--- config.mk ---
export PLATFORM = sky130hd
export DESIGN_NAME = rr_encoded_arbiter_flat
export DESIGN_NICKNAME = d
export VERILOG_FILES = /design/src/rtl/rr_encoded_arbiter_if.sv /design/src/rtl/rr_encoded_arbiter.sv /design/src/flat_wrapper.sv
export SDC_FILE = /design/constraint.sdc
export NUM_CORES = 1
export LEC_CHECK = 0
export ABC_CLOCK_PERIOD_IN_PS = 4800
export BUFFER_PORTS_ARGS = -buffer_cell sky130_fd_sc_hd__buf_2
export CAP_MARGIN = 15
export CORE_ASPECT_RATIO = 0.9
export CORE_MARGIN = 4
export CORE_UTILIZATION = 50
export DETAILED_ROUTE_END_ITERATION = 8
export GPL_ROUTABILITY_DRIVEN = 0
export GPL_TIMING_DRIVEN = 0
export PLACE_DENSITY = 0.72
export SETUP_SLACK_MARGIN = 0.2
export SYNTH_ARGS = -nofsm -noshare
export SYNTH_HDL_FRONTEND = slang
export SYNTH_SLANG_ARGS = --single-unit
--- constraint.sdc ---
create_clock -name clk -period 4.8 [get_ports clk]
set_input_delay 0.24 -clock clk [delete_from_list [all_inputs] [get_ports clk]]
set_output_delay 0.24 -clock clk [all_outputs]
set_load 0.02 [all_outputs]
--- src/rtl/rr_encoded_arbiter_if.sv ---
// rr_encoded_arbiter_if: request/grant bus (req in, one-hot gnt, gnt_idx, gnt_valid, timeout pulse) between requesters and arbiter
interface rr_encoded_arbiter_if #(
  parameter int N = 4,
  parameter int W = 2
);
  logic [N-1:0] req;
  logic [N-1:0] gnt;
  logic [W-1:0] gnt_idx;
  logic         gnt_valid;
  logic         timeout;
  modport master(output req, input gnt, gnt_idx, gnt_valid, timeout);
  modport slave(input req, output gnt, gnt_idx, gnt_valid, timeout);
endinterface

--- src/rtl/rr_encoded_arbiter.sv ---
// rr_encoded_arbiter: round-robin arbiter with max-hold timeout; clk, async active-low rst_n, bus a (req in; gnt, gnt_idx, gnt_valid, timeout out)
module rr_encoded_arbiter #(
  parameter int N        = 4,
  parameter int W        = 2,
  parameter int MAX_HOLD = 8
) (
  input  logic                clk,
  input  logic                rst_n,
  rr_encoded_arbiter_if.slave a
);
  localparam int HW = MAX_HOLD > 0 ? $clog2(MAX_HOLD + 1) : 1;
  typedef enum logic {IDLE, BUSY} state_t;
  state_t         state, state_n;
  logic [W-1:0]   ptr, ptr_n, idx, idx_n, sel;
  logic [HW-1:0]  hc, hc_n;
  logic [N-1:0]   gnt, gnt_n;
  logic           to, to_n, rel, expire, arb, found;
  always_ff @(posedge clk or negedge rst_n)
    if (!rst_n) begin
      state <= IDLE;
      ptr   <= '0;
      idx   <= '0;
      hc    <= '0;
      gnt   <= '0;
      to    <= 1'b0;
    end else begin
      state <= state_n;
      ptr   <= ptr_n;
      idx   <= idx_n;
      hc    <= hc_n;
      gnt   <= gnt_n;
      to    <= to_n;
    end
  always_comb begin
    rel    = state == BUSY && !a.req[idx];
    expire = state == BUSY && MAX_HOLD != 0 && hc == HW'(MAX_HOLD) && a.req[idx];
    arb    = state == IDLE || rel || expire;
    ptr_n  = rel || expire ? idx + 1'b1 : ptr;
    found  = 1'b0;
    sel    = '0;
    for (int i = N - 1; i >= 0; i--)
      if (a.req[ptr_n + W'(i)]) begin
        found = 1'b1;
        sel   = ptr_n + W'(i);
      end
    state_n = arb ? (found ? BUSY : IDLE) : state;
    idx_n   = arb ? (found ? sel : '0) : idx;
    gnt_n   = arb ? (found ? N'(1) << sel : '0) : gnt;
    hc_n    = arb ? HW'(found) : (MAX_HOLD == 0 || hc == HW'(MAX_HOLD) ? hc : hc + 1'b1);
    to_n    = expire;
  end
  assign a.gnt       = gnt;
  assign a.gnt_idx   = idx;
  assign a.gnt_valid = |gnt;
  assign a.timeout   = to;
endmodule

--- src/flat_wrapper.sv ---
// flat-port wrapper written by rule: the top's interface ports become plain ports
module rr_encoded_arbiter_flat 
#(
  parameter int N        = 4,
  parameter int W        = 2,
  parameter int MAX_HOLD = 8
)
  (clk, rst_n, a_req, a_gnt, a_gnt_idx, a_gnt_valid, a_timeout);
  rr_encoded_arbiter_if #(.N(N), .W(W)) a_i ();
  input  logic clk;
  input  logic rst_n;
  input wire logic [$bits(a_i.req)-1:0] a_req;
  output wire logic [$bits(a_i.gnt)-1:0] a_gnt;
  output wire logic [$bits(a_i.gnt_idx)-1:0] a_gnt_idx;
  output wire logic [$bits(a_i.gnt_valid)-1:0] a_gnt_valid;
  output wire logic [$bits(a_i.timeout)-1:0] a_timeout;
  assign a_i.req = a_req;
  assign a_gnt = a_i.gnt;
  assign a_gnt_idx = a_i.gnt_idx;
  assign a_gnt_valid = a_i.gnt_valid;
  assign a_timeout = a_i.timeout;
  rr_encoded_arbiter #(.N(N), .W(W), .MAX_HOLD(MAX_HOLD)) u_core (.clk(clk), .rst_n(rst_n), .a(a_i));
endmodule
# Word level (Yosys, flattened, before mapping)
# Cells that the tools add are included.
# word_totals
register_bits	14
latchBits	0
ramBits	0
mem_bits_ro	0
inputBits	6
out_inout_bits	8
wordCells	52
memories	0
# classes
n_addsub	5
n_mul	0
div_mod_pow	0
magnitude_cmp	5
eq_ne	2
n_shift	1
muxes	24
bitwise_logic	1
n_reduce_logical	8
# op_table
op	n
$lt A2 B3 Y1 const B	5
$mux W2	6
$mux W4	3
$bmux W1 S2	5
$mux W1	10
$add A2 B1 Y2 const B	2
$add A2 B2 Y2 const B	2
$add A4 B1 Y4 const B	1
$eq A4 B4 Y1 const B	1
$reduce_or A4 Y1	1
$shl A1 B2 Y4 const A	1
$logic_and A1 B1 Y1	3
$logic_or A1 B1 Y1	3
$ne A2 B1 Y1 const B	1
$logic_not A1 Y1	1
$not A1 Y1	1

# Longest topological paths before layout
# depth
ltp_word	15
ltp_mapped	9
mapped_depth_nobuf	9

# Least setup slack after synthesis
# No wires, ideal clock.
# synth_timing
path_kind	register to register
start	register u_core.idx[0] (netlist: u_core.a.gnt_idx[0])
end	register u_core.gnt[2] (netlist: u_core.a.gnt[2])
setup_time_ns	0.121
t_arrival_ns	2.252
required_time_ns	4.679
setup_slack_ns	2.427
stages_incl_launch_ff	9
path_buffers	1
synth_period_minus_slack_ns	2.373
cell_sequence	dfrtp_1 -> buf_6 -> mux2_4 -> o221ai_4 -> mux2i_2 -> inv_4 -> a2111oi_2 -> nor3_1 -> a22o_1
# synth_between
elab_chain_len	15
elab_cells_between_ends	31
cone_classes	add/sub: 4; shift: 1; mux: 20; reduce/logical: 6
# synth_rtl
item	line_no	source
start: declaration	rr_encoded_arbiter.sv:14	logic [W-1:0] ptr, ptr_n, idx, idx_n, sel;
start signal: assignment	rr_encoded_arbiter.sv:29	idx <= idx_n;
$bmux W1 S2	rr_encoded_arbiter.sv:35, rr_encoded_arbiter.sv:36	
$mux W1 (not written as such)	rr_encoded_arbiter.sv:35, rr_encoded_arbiter.sv:36	
$logic_not A1 Y1	rr_encoded_arbiter.sv:35	rel = state == BUSY && !a.req[idx];
$logic_and A1 B1 Y1	rr_encoded_arbiter.sv:35	
$logic_or A1 B1 Y1	rr_encoded_arbiter.sv:38	ptr_n = rel || expire ? idx + 1'b1 : ptr;
$mux W2 (*)	rr_encoded_arbiter.sv:38	
named net u_core.ptr_n[1]	rr_encoded_arbiter.sv:14	
$add A2 B2 Y2	rr_encoded_arbiter.sv:42, rr_encoded_arbiter.sv:44	
$bmux W1 S2	rr_encoded_arbiter.sv:42	if (a.req[ptr_n + W'(i)]) begin
$mux W1 (not written as such)	rr_encoded_arbiter.sv:42	
$mux W2 (4 in series)	rr_encoded_arbiter.sv:42	
$shl A1 B2 Y4	rr_encoded_arbiter.sv:48	gnt_n = arb ? (found ? N'(1) << sel : '0) : gnt;
$mux W4 (*)	rr_encoded_arbiter.sv:48	
end signal: assignment	rr_encoded_arbiter.sv:31	gnt <= gnt_n;
end: declaration	rr_encoded_arbiter.sv:16	logic [N-1:0] gnt, gnt_n;
# The timed path passes the listed nets; every way through them passes the cells marked *. The select of a mux whose other input is x is not followed.
# A chain may end at the register's enable or synchronous reset.

# Worst setup path after layout
# layout_timing
start	register u_core.idx[1] (netlist: u_core.a.gnt_idx[1])
end	register u_core.gnt[2] (netlist: u_core.a.gnt[2])
# Same word-level chain as after synthesis.

==> flow_summary.ini <==
[run_status]
outcome = completed

[synthesis]
synth-edff-count = 0
synthCells = 94
synth_ff_type = dfrtp_1
postSynthAreaPerCell_um2 = 9.65
synth_warnings = 0
synth-seq-area-share = 0.386
syn-cell-area_um2 = 907
synthesis.nets = 102
synth_seq_cells = 14
synth_area_leaders = dfrtp_1 (39%), nand2_1 (4.6%), a21oi_1 (3.3%), inv_1 (3.3%), mux2_4 (3.3%)
postSynth.asyncResetShare = 1.00
ys_types = 42
synth_largest_area_cell = dfrtp_1
synth_top_area_frac = 0.386

[clock_network]
clk_latency_ps = 280
numClockSinks = 14
cts_tree = yes
cts_buffers = 3
cts-htree-levels = 1
cts_resized = 0
cts_buffer_depth = 2
cts_root_buf = clkbuf_4
cts.clk_slew.worst_paths_ps = 90
post_cts_buffers = 0

[floorplan]
rows = 14
dieArea_um2 = 2560
start_util = 0.534
die_h_um = 48.4
io_pins = 14
die_w_um = 52.9
core-area_um2 = 1700

[setup_path]
crit_arrival_ps = 2750
cp_cell_sequence = buf_2, or2b_2, o221ai_4, mux2i_2, inv_4, a2111oi_2, nor3_1, a22o_1
end_kind = flip-flop
required_ps = 4970
critical_path.max_fanout = 8
worst-path-stages = 8
crit_type = flip-flop to flip-flop
crit_family = compound AO/OA/AOI/OAI gates
cp-start-kind = flip-flop
cpMaxStageDelayCell = mux2i_2
r2r_setup_slack_ps = 2220
slowest_delay_ps = 480
r2r.worst_path.cells = 8
crit_buf_inv = 2

[global_routing]
grt_overflow = 0
grt_max_degree = 15
grt_use_total = 0.176
grt_pass1_vias = 745
grt_antenna_before_repair = 0
grt_pass1_wl_um = 3440

[timing]
final_max_slew_viol_count = 0
finalHoldViolations = 0
period_needed_ps = 2580
holdWs_ps = 298
slew_headroom = 0.652
fmax_mhz = 387
period_share = 0.538
final.setup_skew_ps = 3.76
fin_tns_setup_ps = 0
setup_viol = 0
rsz0062_at_grt = false
tightestPinTransition_ps = 508

[cells_and_area]
final_cell_mix = buf_2 (14), dfrtp_1 (14), nand2_1 (11)
nNetsFinal = 120
drive_gt1_frac = 0.288
multi_input_area_um2 = 495
regArea_um2 = 350
fill_cells = 164
area_delta_synth_final_pct = 15.0
final_util = 0.614
num_antenna_cells = 0

[worst_hold_path]
hold_class = primary input to flip-flop
whs_path_depth = 3

[detailed_routing]
ant_nets = 0
dr.pass1.iters = 4
vias = 742
drtIter0Drc = 18
drc_errors = 0
wl_per_cell_um = 14.1
vias_per_cell = 5.50
wl_um = 1900

[power]
peakVddDrop_mv = 0.416
cellPowerDensity_nw_per_um2 = 659
p_total_w = 0.000688
cellLeakagePower_nw = 0.503

[run]
cap_violations = 0

[placed_design]
numPortBuffers = 12
dp_hpwl_um = 1440
==> worst register-to-register path, cell delays in order, from the launching register on <==
cell and delay [ps]:
dfrtp_1 380, buf_2 180, or2b_2 340, o221ai_4 250, mux2i_2 480, inv_4 90
a2111oi_2 450, nor3_1 90, a22o_1 210
==> Yosys cell counts, drive strengths merged (2+ instances only) <==
master / number
buf: 3
xor2: 2
nand2: 11
a2111oi: 2
mux2: 4
dfrtp: 14
nor3: 2
a21oi: 6
ha: 2
mux2i: 3
or4: 2
nor2: 4
and3: 2
o21ai: 4
or2: 2
nor4: 2
nand3: 2
inv: 9
==> where the power goes <==
group	leakage (nW)	switching [W]	internal [W]
logic	0.309	0.000236	0.000171
clock network	0.0210	0.0000401	0.0000461
registers	0.174	0.0000332	0.000161
total	0.503	0.000309	0.000379
==> area by class of cell <==
class | instances | area share
tap | 24 | 0.0288
multi-input combinational | 67 | 0.475
sequential | 14 | 0.336
timing repair buffer | 13 | 0.0671
buffer | 4 | 0.0240
clock buffer | 4 | 0.0348
inverter | 9 | 0.0348
==> metal layers <==
metal,vias up,share of wire,global-route usage
met5,-,0,0
met4,0,0.014,0.0511
met3,5,0.037,0.0184
met2,12,0.46,0.258
met1,350,0.49,0.272
li1,375,-,-
==> worst paths after layout <==
path | startpoint | to
worst max-delay path | u_core.a.gnt_idx[1] | u_core.a.gnt[2]
worst max register to register | u_core.a.gnt_idx[1] | u_core.a.gnt[2]
max in group asynchronous | rst_n | u_core.ptr[0]
worst min register to register | u_core.a.gnt[1] | u_core.a.gnt[1]
min in group asynchronous | rst_n | u_core.hc[1]
worst min-delay path | a_req[3] | u_core.a.gnt[3]
==> logic make-up (layout without fill, tap and decap cells) <==
kind of cell | Yosys count | after routing | share of synthesized area
buffers and inverters | 13 | 30 | 0.0676
xor gates and xnor gates | 3 | 3 | 0.0290
AOI/OAI and AO/OA | 21 | 21 | 0.193
adders and majority gates | 2 | 2 | 0.0276
DFF | 14 | 14 | 0.386
and+or+nand+nor | 34 | 34 | 0.201
muxes | 7 | 7 | 0.0952
==> sequential cells by signal, indices dropped and copies added (netlist names) <==
signal            flops
u_core.a.gnt          4
u_core.hc             4
u_core.a.gnt_idx      2
u_core.ptr            2
u_core.a.timeout      1
u_core.state          1
==> timing repair <==
action | in CTS | in global routing
hold endpoints to repair | 14 | 0
setup endpoints to repair | 0 | 0
hold buffers | 1 | 0
==> per-stage QoR <==
| step | setup slack, ps | area, um^2 | std cells |
|---|---|---|---|
| after floorplan | 2430 | 907 | 94 |
| after CTS | 2220 | 1040 | 135 |
| final | 2220 | 1040 | 135 |
| after global routing | 2080 | 1040 | 135 |
| after global placement | 2310 | 997 | 130 |
| after detailed placement | 2260 | 997 | 130 |
Power figures use the tool's default switching activity.
